**config.mk**
```make
export PLATFORM = sky130hd
export DESIGN_NAME = stm_data_port
export DESIGN_NICKNAME = d
export VERILOG_FILES = /design/src/rtl/riser_pkg.sv /design/src/rtl/riser_sync.sv /design/src/rtl/stm_data_port.sv
export SDC_FILE = /design/constraint.sdc
export NUM_CORES = 1
export LEC_CHECK = 0
export BUFFER_PORTS_ARGS = -buffer_cell sky130_fd_sc_hd__buf_2
export CORE_AREA = 2 2 84 86
export DETAILED_ROUTE_END_ITERATION = 7
export DIE_AREA = 0 0 86 88
export PLACE_DENSITY = 0.69
export REMOVE_ABC_BUFFERS = 1
export SYNTH_ARGS = -nofsm -noshare
export SYNTH_HDL_FRONTEND = slang
export SYNTH_SLANG_ARGS = --single-unit
```
**constraint.sdc**
```tcl
create_clock -name CLKCPU_A -period 1.95 [get_ports CLKCPU_A]
set_input_delay 0.195 -clock CLKCPU_A [delete_from_list [all_inputs] [get_ports CLKCPU_A]]
set_output_delay 0.195 -clock CLKCPU_A [all_outputs]
set_load 0.02 [all_outputs]
```
**src/rtl/riser_pkg.sv**
```systemverilog
// Shared riser definitions: CPU cycle FSM encoding and SPI port defaults.
// Pure types and constants; no logic, no latency, no flow control.
package riser_pkg;

    localparam int SYNC_STAGES_DEF = 2;
    localparam int BITS_DEF        = 8;

    typedef enum logic [1:0] {
        ST_IDLE         = 2'd0,
        ST_WRITE_CAP    = 2'd1,
        ST_READ_DRV     = 2'd2,
        ST_WAIT_AS_HIGH = 2'd3
    } cyc_state_t;

endpackage

```
**src/rtl/riser_sync.sv**
```systemverilog
// Single-bit flop-chain synchronizer with a selectable reset value.
// Latency: STAGES clocks from pin to q.
// Backpressure: none; samples every clock.
module riser_sync #(
    parameter int   STAGES  = 2,
    parameter logic RST_VAL = 1'b0
) (
    input  logic clk,
    input  logic rst_n,
    input  logic d,
    output logic q
);

    logic [STAGES-1:0] chain;

    always_ff @(posedge clk or negedge rst_n) begin
        if (!rst_n) begin
            chain <= {STAGES{RST_VAL}};
        end else begin
            chain[0] <= d;
            for (int i = 1; i < STAGES; i++) begin
                chain[i] <= chain[i-1];
            end
        end
    end

    assign q = chain[STAGES-1];

endmodule

```
**src/rtl/stm_data_port.sv**
```systemverilog
// Byte mailbox between an STM32 SPI master (mode 0) and 68020 D[31:24] cycles.
// Latency: SYNC_STAGES+2 clocks from the 8th SCK rise to RD_VALID; D_OE one clock after DS20.
// Backpressure: none; a byte arriving while RD_VALID is held is dropped and flags OVERRUN.
module stm_data_port
    import riser_pkg::*;
#(
    parameter int SYNC_STAGES = SYNC_STAGES_DEF,
    parameter int BITS        = BITS_DEF
) (
    input  logic            CLKCPU_A,
    input  logic            RESETn,
    input  logic            AS20,
    input  logic            DS20,
    input  logic            RW,
    input  logic            PUNT_OK,
    input  logic [BITS-1:0] D_IN,
    output logic [BITS-1:0] D_OUT,
    output logic            D_OE,
    input  logic            SPI_NSS,
    input  logic            SPI_CK,
    input  logic            SPI_MOSI,
    output logic            SPI_MISO,
    output logic            RD_VALID,
    output logic            OVERRUN
);

    localparam int CW = (BITS > 2) ? $clog2(BITS) : 1;
    localparam int SW = $clog2(SYNC_STAGES + 1) + 1;
    localparam logic [CW-1:0] LAST_BIT = CW'(BITS - 1);

    logic nss_s, sck_s, mosi_s;
    logic nss_d, sck_d, as_d;
    logic sck_rise, sck_fall, as_rise;
    logic frame_act, frame_start;
    logic [SW-1:0] settle;
    logic settled, armed;

    logic [CW-1:0]   bit_cnt;
    logic [BITS-1:0] rx_sh, tx_sh;
    logic            byte_done;

    logic [BITS-1:0] wr_hold, rd_hold;
    logic            rd_vld, ovr;
    logic            read_seen, rd_clr, cpu_sel;
    cyc_state_t      state;

    riser_sync #(.STAGES(SYNC_STAGES), .RST_VAL(1'b1)) u_sync_nss (
        .clk(CLKCPU_A), .rst_n(RESETn), .d(SPI_NSS), .q(nss_s)
    );
    riser_sync #(.STAGES(SYNC_STAGES), .RST_VAL(1'b0)) u_sync_sck (
        .clk(CLKCPU_A), .rst_n(RESETn), .d(SPI_CK), .q(sck_s)
    );
    riser_sync #(.STAGES(SYNC_STAGES), .RST_VAL(1'b0)) u_sync_mosi (
        .clk(CLKCPU_A), .rst_n(RESETn), .d(SPI_MOSI), .q(mosi_s)
    );

    always_ff @(posedge CLKCPU_A or negedge RESETn) begin
        if (!RESETn) begin
            nss_d <= 1'b1;
            sck_d <= 1'b0;
            as_d  <= 1'b1;
        end else begin
            nss_d <= nss_s;
            sck_d <= sck_s;
            as_d  <= AS20;
        end
    end

    assign sck_rise = sck_s & ~sck_d;
    assign sck_fall = ~sck_s & sck_d;
    assign as_rise  = AS20 & ~as_d;
    assign settled  = (settle == SW'(SYNC_STAGES));

    // The NSS chain resets high, so ignore it until it has flushed and a real
    // high level has been seen; a frame in progress across reset is dropped.
    always_ff @(posedge CLKCPU_A or negedge RESETn) begin
        if (!RESETn) begin
            settle <= '0;
            armed  <= 1'b0;
        end else if (!settled) begin
            settle <= settle + 1'b1;
        end else if (nss_s) begin
            armed <= 1'b1;
        end
    end

    assign frame_act   = armed & ~nss_s;
    assign frame_start = armed & nss_d & ~nss_s;

    always_ff @(posedge CLKCPU_A or negedge RESETn) begin
        if (!RESETn) begin
            bit_cnt   <= '0;
            rx_sh     <= '0;
            tx_sh     <= '0;
            byte_done <= 1'b0;
        end else begin
            byte_done <= 1'b0;
            if (!frame_act) begin
                bit_cnt <= '0;
            end else if (sck_rise) begin
                rx_sh <= {rx_sh[BITS-2:0], mosi_s};
                if (bit_cnt == LAST_BIT) begin
                    bit_cnt   <= '0;
                    byte_done <= 1'b1;
                end else begin
                    bit_cnt <= bit_cnt + 1'b1;
                end
            end
            if (frame_start) begin
                tx_sh <= wr_hold;
            end else if (frame_act && sck_fall) begin
                tx_sh <= {tx_sh[BITS-2:0], 1'b0};
            end
        end
    end

    assign SPI_MISO = tx_sh[BITS-1];

    // rx_sh stays stable for the clock after byte_done: the next SCK rise is
    // at least four clocks away.
    assign rd_clr = as_rise & read_seen;

    always_ff @(posedge CLKCPU_A or negedge RESETn) begin
        if (!RESETn) begin
            rd_hold <= '0;
            rd_vld  <= 1'b0;
            ovr     <= 1'b0;
        end else if (byte_done) begin
            if (!rd_vld || rd_clr) begin
                rd_hold <= rx_sh;
                rd_vld  <= 1'b1;
            end else begin
                ovr <= 1'b1;
            end
        end else if (rd_clr) begin
            rd_vld <= 1'b0;
        end
    end

    assign RD_VALID = rd_vld;
    assign OVERRUN  = ovr;

    assign cpu_sel = ~AS20 & ~DS20 & PUNT_OK;

    always_ff @(posedge CLKCPU_A or negedge RESETn) begin
        if (!RESETn) begin
            state     <= ST_IDLE;
            D_OE      <= 1'b0;
            D_OUT     <= '0;
            wr_hold   <= '0;
            read_seen <= 1'b0;
        end else if (AS20) begin
            state     <= ST_IDLE;
            D_OE      <= 1'b0;
            read_seen <= 1'b0;
        end else begin
            unique case (state)
                ST_IDLE: begin
                    if (cpu_sel) begin
                        if (RW) begin
                            state     <= ST_READ_DRV;
                            D_OE      <= 1'b1;
                            D_OUT     <= rd_hold;
                            read_seen <= 1'b1;
                        end else begin
                            state   <= ST_WRITE_CAP;
                            wr_hold <= D_IN;
                        end
                    end
                end
                ST_WRITE_CAP: state <= ST_WAIT_AS_HIGH;
                ST_READ_DRV: begin
                    if (DS20) begin
                        state <= ST_WAIT_AS_HIGH;
                        D_OE  <= 1'b0;
                    end else begin
                        D_OUT <= rd_hold;
                    end
                end
                ST_WAIT_AS_HIGH: state <= ST_WAIT_AS_HIGH;
                default: state <= ST_IDLE;
            endcase
        end
    end

endmodule

```
==> results.tsv, run 1 <==
metric	value	unit
reg2reg_setup_slack	360	ps
grt_use_met1	16.0	%
cts.repair.resized	0	
cp_num_buf_inv	2	
vias	1483	
wl_per_cell	14.2	um
ys.flop_type	dfrtp_1	
power.density	1030	nW/um^2
worstReg2RegEnd	D_OUT[2]	
setup_viol	0	
r2r_start	state[0]	
rsz0062_at_grt	no	
cts_tree	built	
synth-edff-count	0	
grt_usage	12.8	%
clkSinkCount	63	
yosysWarningCount	0	
cp_top_family	buffers and inverters	
power_leakage	1.47	nW
insertion_delay	350	ps
seq_area	1580	um^2
max_freq	0.584	GHz
skew	11.3	ps
worstPathArrival	1940	ps
ant_nets	0	
port_buffers	28	
ys_types	40	
async_flop_share	100	%
drt_iter0_markers	118	
fp.dieW	86	um
worst_pin_slew	559	ps
syn-cell-area	2570	um^2
tns	0	ps
final_core_util	46.3	%
synth_area_leaders	dfrtp_1, mux2_2, mux2_4, dfstp_2, a221o_1	
cts.path.max_buffers	2	
ioPinCount	29	
diodes	0	
cts_hold_buf	5	
holdPathStages	2	
ys_seq_elements	63	
core_area	6640	um^2
min_from	D_IN[6]	
slew_violations	0	
slowest_stage	dlygate4sd3_1	
rows	30	
grt_max_degree	64	
antenna_found_initial	0	
hold_end	wr_hold[6]	
dp_hpwl	2.80	mm
synth_cells	177	
dieArea	7570	um^2
nets	237	
multiInputGateArea	933	um^2
grt_pass1_vias	1556	
grtUsageMet3	4.34	%
cts_made_buffers	9	
fillCellCount	606	
worstPathCellList	dlygate4sd3_1 > buf_2 > nor3_2 > and2b_1 > mux2_4	
drive_gt1_share	41.2	%
cp_max_fo	8	
synth_top_cell_by_area	dfrtp_1	
die_h	88	um
viasPerCell	4.93	
finalHoldViolCount	0	
dpl_cell_area	2800	um^2
peakVddDrop	0.415	mV
critPathLaunchType	input pin	
layout_min_cycle_time	1710	ps
final_cell_area	3070	um^2
clockRootBuffer	clkbuf_8	
max_slew_margin	62.6	%
yosysSeqAreaShare	61.6	%
hold_path_class	in2reg	
timing.final.crit_share	87.8	%
netlist.area_leader.share	57.5	%
routed_wirelength	4.28	mm
grt.busiest_layer	met2	
area_growth	19.7	%
met2_usage	19.2	%
status	finished clean	
grt_pass1_wl	7.19	mm
dr.pass1.iters	4	
endpoint_kind	flop	
maxCapViolCount	0	
route.detailed.drc	0	
crit_type	in2reg	
overflow	0	
start_util	38.6	%
routabilityCongestion	0.758	
htree_num_levels	3	
critPathRequiredTime	2180	ps
syn_avg_cell_area	14.5	um^2
post_cts_buffers	0	
cpPeakStageDelay	530	ps
r2r_cells	3	
path_clk_slew	70	ps
power by group:
part           switching [mW]  total (mW)  internal, mW
Combinational           0.133       0.333         0.200
Clock                   0.519        1.24         0.720
Sequential              0.118        1.61          1.49
Total                   0.771        3.18          2.41
worst reg2reg max path, cell delays in order (launching register included):
cell and delay [ps]:
dfrtp_1 430, nor3_2 220, and2b_1 480, mux2_4 350
flip-flops by register name (all words and copies together) (netlist names), 2 cells and up:
| name | count |
|---|---|
| tx_sh | 8 |
| u_sync_sck.chain | 2 |
| bit_cnt | 3 |
| rx_sh | 8 |
| D_OUT | 8 |
| settle | 3 |
| u_sync_nss.chain | 2 |
| wr_hold | 8 |
| state | 2 |
| u_sync_mosi.chain | 2 |
| rd_hold | 8 |
per-stage QoR:
| stage | worst slack, ps | power [mW] | std cells | hold WS [ps] |
|---|---|---|---|---|
| 2_1_floorplan | 518 | 1.83 | 170 | -101 |
| 3_3_place_gp | 402 | 1.94 | 280 | 230 |
| 3_5_place_dp | 352 | 1.96 | 280 | 229 |
| 4_1_cts | 240 | 3.21 | 301 | 70.6 |
| 5_1_grt | 178 | 3.34 | 301 | 65.6 |
| 6_report | 238 | 3.18 | 301 | 76.6 |
cell usage in the layout (no fill, tap or decap), types with 2 or more instances in the layout:
| master | count |
|---|---|
| dfrtp_1 | 59 |
| buf_2 | 28 |
| mux2_2 | 25 |
| clkbuf_8 | 9 |
| nand2b_1 | 8 |
| mux2_4 | 8 |
| inv_1 | 5 |
| a221o_1 | 5 |
| a21oi_1 | 5 |
| nor2_1 | 5 |
| dlygate4sd3_1 | 5 |
| nor2b_1 | 4 |
| ha_1 | 4 |
| dfstp_2 | 4 |
| o22ai_1 | 3 |
| o21ai_0 | 3 |
| nand2_1 | 3 |
| and3b_1 | 2 |
| o32ai_1 | 2 |
| o22a_1 | 2 |
| o221a_2 | 2 |
| mux2i_1 | 2 |
| a21o_1 | 2 |
| clkinv_4 | 2 |
| clkinvlp_4 | 2 |
| bufinv_16 | 2 |
area by class of cell:
cell class | count | area share, %
clock buffers | 9 | 4.03
inverters | 5 | 0.611
clock inverters | 7 | 3.18
well taps | 80 | 3.26
repair buffers | 35 | 7.08
flip-flops and latches | 63 | 51.5
multi-input cells | 102 | 30.4
kinds of logic after synthesis:
kind of cell	share of synthesized area (%)
fa+ha+maj	1.95
compound gates	9.16
flops	61.6
mux	16.4
simple gates	8.48
buf+inv	2.05
xor+xnor	0.341
worst max path at each step:
stage                     to  slack (ps)  cells past startpoint  startpoint
floorplan           D_OUT[0]         520                      3    state[0]
global placement    D_OUT[2]         400                      3    state[0]
detailed placement  D_OUT[1]         350                      3    state[0]
CTS                 D_OUT[2]         240                      5        AS20
global route        D_OUT[2]         180                      5        AS20
finish              D_OUT[2]         240                      5        AS20
Yosys cell counts (all sizes together), types with 2 or more instances:
cell type / number
o21ai: 3
a221o: 5
a21oi: 5
nand2: 4
o22ai: 3
ha: 4
mux2i: 2
buf: 4
nor2b: 4
mux2: 33
dfstp: 4
o32ai: 2
o22a: 2
inv: 5
o221a: 2
clkbuf: 3
and3b: 2
nand2b: 8
nor2: 6
a21o: 2
dfrtp: 59
layer usage:
layer	part of all wire (%)	wire, um
met1	46	1970
met2	48	2060
met3	3.7	159
met4	1.9	82
met5	0	0
Power figures use the tool's default switching activity.
==> run 2: changes to the inputs <==
--- a/config.mk
+++ b/config.mk
@@ -9,7 +9,7 @@
 export CORE_AREA = 2 2 84 86
 export DETAILED_ROUTE_END_ITERATION = 7
 export DIE_AREA = 0 0 86 88
-export PLACE_DENSITY = 0.69
+export PLACE_DENSITY = 0.56
 export REMOVE_ABC_BUFFERS = 1
 export SYNTH_ARGS = -nofsm -noshare
 export SYNTH_HDL_FRONTEND = slang
==> results.tsv, run 2 (synthesized netlist as in run 1, its figures left out) <==
metric	value	unit
endpoint_kind	flop	
routed_wirelength	4.02	mm
worstPathArrival	1770	ps
dieArea	7570	um^2
port_buffers	28	
slowest_stage	and2b_1	
worstPathCellList	nor3_2 > and2b_1 > mux2_4	
power_leakage	1.45	nW
cts_made_buffers	9	
critPathLaunchType	flop	
dp_hpwl	2.73	mm
switching_share	25.5	%
viasPerCell	4.87	
vias	1460	
area_growth	17.4	%
post_cts_buffers	0	
ant_nets	0	
dpl_cell_area	2800	um^2
htree_num_levels	3	
reg2reg_setup_slack	400	ps
grt_pass1_wl	7.10	mm
grt_pass1_vias	1496	
routabilityCongestion	0.716	
slew_violations	0	
nets	236	
p_switching	743	uW
die_h	88	um
critPathLaunch	state[0]	
layout_common_cells	dfrtp_1, buf_2, mux2_2, clkbuf_8	
total_power	2.92	mW
comb_power_share	11.3	%
layout_min_cycle_time	1550	ps
cp_max_fo	8	
max_slew_margin	66.8	%
clockRootBuffer	clkbuf_8	
cts.path.max_buffers	2	
clkPwrFrac	33.8	%
power.density	968	nW/um^2
tns	0	ps
worst_pin_slew	497	ps
rsz0062_at_grt	no	
ioPinCount	29	
cts.repair.resized	0	
min_from	AS20	
final_common_cell	dfrtp_1	
dr.pass1.iters	4	
drt_iter0_markers	32	
drive_gt1_share	41.4	%
antenna_found_initial	0	
setup_viol	0	
fp.dieW	86	um
critPathRequiredTime	2170	ps
grt_max_degree	44	
clkSinkCount	63	
cts_tree	built	
fillCellCount	608	
path_clk_slew	70	ps
core_area	6640	um^2
skew	10.5	ps
r2r_start	state[0]	
final_cell_area	3020	um^2
route.detailed.drc	0	
power.internal	2.17	mW
peakVddDrop	0.362	mV
sequentialPowerShare	54.9	%
finalHoldViolCount	0	
start_util	38.6	%
hold_path_class	in2reg	
overflow	0	
rows	30	
crit_type	reg2reg	
max_freq	0.645	GHz
insertion_delay	340	ps
grt_usage	12.1	%
timing.final.crit_share	79.5	%
maxCapViolCount	0	
diodes	0	
cpPeakStageDelay	450	ps
wl_per_cell	13.4	um
status	finished clean	
-- run 2: routing by layer --
metal / GRT usage (%) / up-vias / wire (um)
met5: 0 / - / 0
met3: 2.83 / 8 / 147
met1: 16.3 / 710 / 1980
met2: 17.9 / 26 / 1830
li1: - / 716 / -
met4: 6.93 / 0 / 64
-- run 2: path summary, 6_finish.rpt --
| kind | end | cells after the start |
|---|---|---|
| max | D_OUT[2] | 3 |
| min | as_d | 1 |
| max reg2reg | D_OUT[2] | 3 |
| min reg2reg | u_sync_sck.chain[1] | 0 |
| max in group asynchronous | u_sync_nss.chain[1] | 3 |
| min in group asynchronous | rd_hold[4] | 2 |
-- run 2: cell type report --
| cell class | instances | area, um^2 | area share [%] |
|---|---|---|---|
| clock inverter | 6 | 36.3 | 1.20 |
| clock buffer | 10 | 138 | 4.56 |
| inverter | 5 | 18.8 | 0.622 |
| timing repair buffer | 34 | 208 | 6.89 |
| multi-input combinational | 102 | 933 | 31.0 |
| sequential | 63 | 1580 | 52.4 |
| tap | 80 | 100 | 3.32 |
-- run 2: critical path, delay by kind of cell, from the launching register on --
family | cells | cell delay, ps
flip-flops | 1 | 430
multiplexers | 1 | 340
AND/OR/NAND/NOR | 2 | 670
-- run 2: what timing repair did --
item / in CTS / in global routing
hold buffers: 4 / 0
endpoints found under the setup margin: 0 / 0
endpoints found under the hold margin: 22 / 0
-- run 2: per-stage QoR --
stage	cells	util [%]	hold WS, ps	setup WS [ps]
2_1_floorplan	170	-	-101	518
3_3_place_gp	280	42.2	187	432
3_5_place_dp	280	42.2	188	382
4_1_cts	300	45.4	5.57	381
5_1_grt	300	45.4	18.9	287
6_report	300	45.4	19.9	399
-- run 2: power by group through the flow --
stage | sequential (mW) | clock (mW) | combinational (mW)
detailed placement | 1.63 | 0 | 0.330
global route | 1.63 | 1.09 | 0.364
CTS | 1.60 | 1.03 | 0.338
finish | 1.60 | 0.986 | 0.329
floorplan | 1.60 | 0 | 0.234
global placement | 1.63 | 0 | 0.320
==> run 3: changes to the inputs <==
--- a/config.mk
+++ b/config.mk
@@ -9,7 +9,7 @@
 export CORE_AREA = 2 2 84 86
 export DETAILED_ROUTE_END_ITERATION = 7
 export DIE_AREA = 0 0 86 88
-export PLACE_DENSITY = 0.56
+export PLACE_DENSITY = 0.58
 export REMOVE_ABC_BUFFERS = 1
 export SYNTH_ARGS = -nofsm -noshare
 export SYNTH_HDL_FRONTEND = slang
==> constraint.sdc (replaced) <==
create_clock -name CLKCPU_A -period 1.4 [get_ports CLKCPU_A]
set_input_delay 0.14 -clock CLKCPU_A [delete_from_list [all_inputs] [get_ports CLKCPU_A]]
set_output_delay 0.14 -clock CLKCPU_A [all_outputs]
set_load 0.02 [all_outputs]
==> results.tsv, run 3 (synthesized netlist as in run 1, its figures left out) <==
metric	value	unit
drt_iter0_markers	38	
endpoint	wr_hold[4]	
cp_max_fo	8	
endpoint_kind	flop	
wl_per_cell	13.0	um
worstPathArrival	1540	ps
dieArea	7570	um^2
skew	8.96	ps
clockRootBuffer	clkbuf_8	
drive_gt1_share	46.5	%
finalHoldViolCount	0	
r2r_cells	3	
tns	0	ps
ioPinCount	29	
cts_tree	built	
dp.cells	289	
rows	30	
power.density	1450	nW/um^2
status	finished clean	
area_growth	24.6	%
max_freq	0.755	GHz
dr.pass1.iters	4	
routed_wirelength	4.00	mm
critPathLaunchType	flop	
grt_max_degree	64	
start_util	38.6	%
total_power	4.63	mW
layout_min_cycle_time	1330	ps
maxCapViolCount	0	
grt_usage	12.3	%
crit_type	reg2reg	
antenna_found_initial	0	
final_common_cell	dfrtp_1	
worstReg2RegEnd	wr_hold[4]	
grt_pass1_vias	1534	
holdPathStages	2	
cts_made_buffers	9	
viasPerCell	4.89	
rsz0062_at_grt	no	
routabilityCongestion	0.681	
max_slew_margin	76.7	%
port_buffers	28	
critPathRequiredTime	1610	ps
power_leakage	1.54	nW
overflow	0	
post_cts_buffers	0	
core_area	6640	um^2
worst_pin_slew	341	ps
worst_hold_slack	32.5	ps
hold_path_class	in2reg	
diodes	0	
peakVddDrop	0.855	mV
slew_violations	0	
timing.final.crit_share	94.7	%
r2r_start	state[1]	
nets	245	
insertion_delay	330	ps
die_h	88	um
critPathLaunch	state[1]	
layout_common_cells	dfrtp_1, buf_2, mux2_2, clkbuf_8, buf_4	
final-instance-count-excl-fill	308	
dp_hpwl	2.66	mm
clkSinkCount	63	
fp.dieW	86	um
fillCellCount	584	
reg2reg_setup_slack	70	ps
ant_nets	0	
route.detailed.drc	0	
grt_pass1_wl	6.98	mm
setup_viol	0	
cts.path.max_buffers	2	
htree_num_levels	3	
path_clk_slew	70	ps
vias	1506	
-- run 3: changes by cell type in the layout (fill, tap and decap cells not counted), moves of 2 or more --
cell,previous run,this run
clkinv_2,4,0
ha_1,4,2
ha_2,0,2
bufinv_16,0,3
buf_4,1,9
-- run 3: timing repair --
action,4_1_cts,5_1_grt
resized for setup,0,8
endpoints found under the hold margin,62,0
hold buffers,4,0
setup endpoints to repair,0,15
-- run 3: final cells by class --
| type | instances | area (um^2) | share of cell area (%) |
|---|---|---|---|
| inverter | 5 | 18.8 | 0.587 |
| multi-input combinational | 102 | 967 | 30.2 |
| timing repair buffer | 43 | 288 | 8.99 |
| tap | 80 | 100 | 3.13 |
| sequential | 63 | 1580 | 49.4 |
| clock buffer | 10 | 138 | 4.30 |
| clock inverter | 5 | 106 | 3.32 |
-- run 3: worst min-delay path by stage --
stage	start	to	slack, ps
floorplan	RESETn	D_OE	-160
global placement	RESETn	D_OUT[7]	180
detailed placement	RESETn	D_OUT[7]	180
CTS	D_IN[1]	wr_hold[1]	10
global route	D_IN[1]	wr_hold[1]	9
finish	D_IN[5]	wr_hold[5]	30
-- run 3: per-layer routing --
metal	wire length (um)	track usage (%)
met3	193	6.88
met5	0	0
met1	1860	14.2
met2	1890	19.2
met4	56	4.33
-- run 3: through the flow --
| step | util (%) | instance area, um^2 | setup slack (ps) |
|---|---|---|---|
| 2_1_floorplan | - | 2530 | -32.1 |
| 3_3_place_gp | 43.4 | 2880 | 26.7 |
| 3_5_place_dp | 43.4 | 2880 | 5.12 |
| 4_1_cts | 47.6 | 3170 | 2.70 |
| 5_1_grt | 48.2 | 3200 | 9.20 |
| 6_report | 48.2 | 3200 | 74.8 |
-- run 3: critical path, cell delays in order, from the launching register on --
cell and delay, ps:
dfrtp_1 390, nor3b_1 300, nand2_2 210, mux2_2 310
-- run 3: power breakdown --
| group | switching, mW | internal [mW] | leakage (nW) |
|---|---|---|---|
| clock | 0.676 | 1.22 | 0.119 |
| sequential | 0.155 | 2.07 | 0.803 |
| combinational | 0.194 | 0.305 | 0.615 |
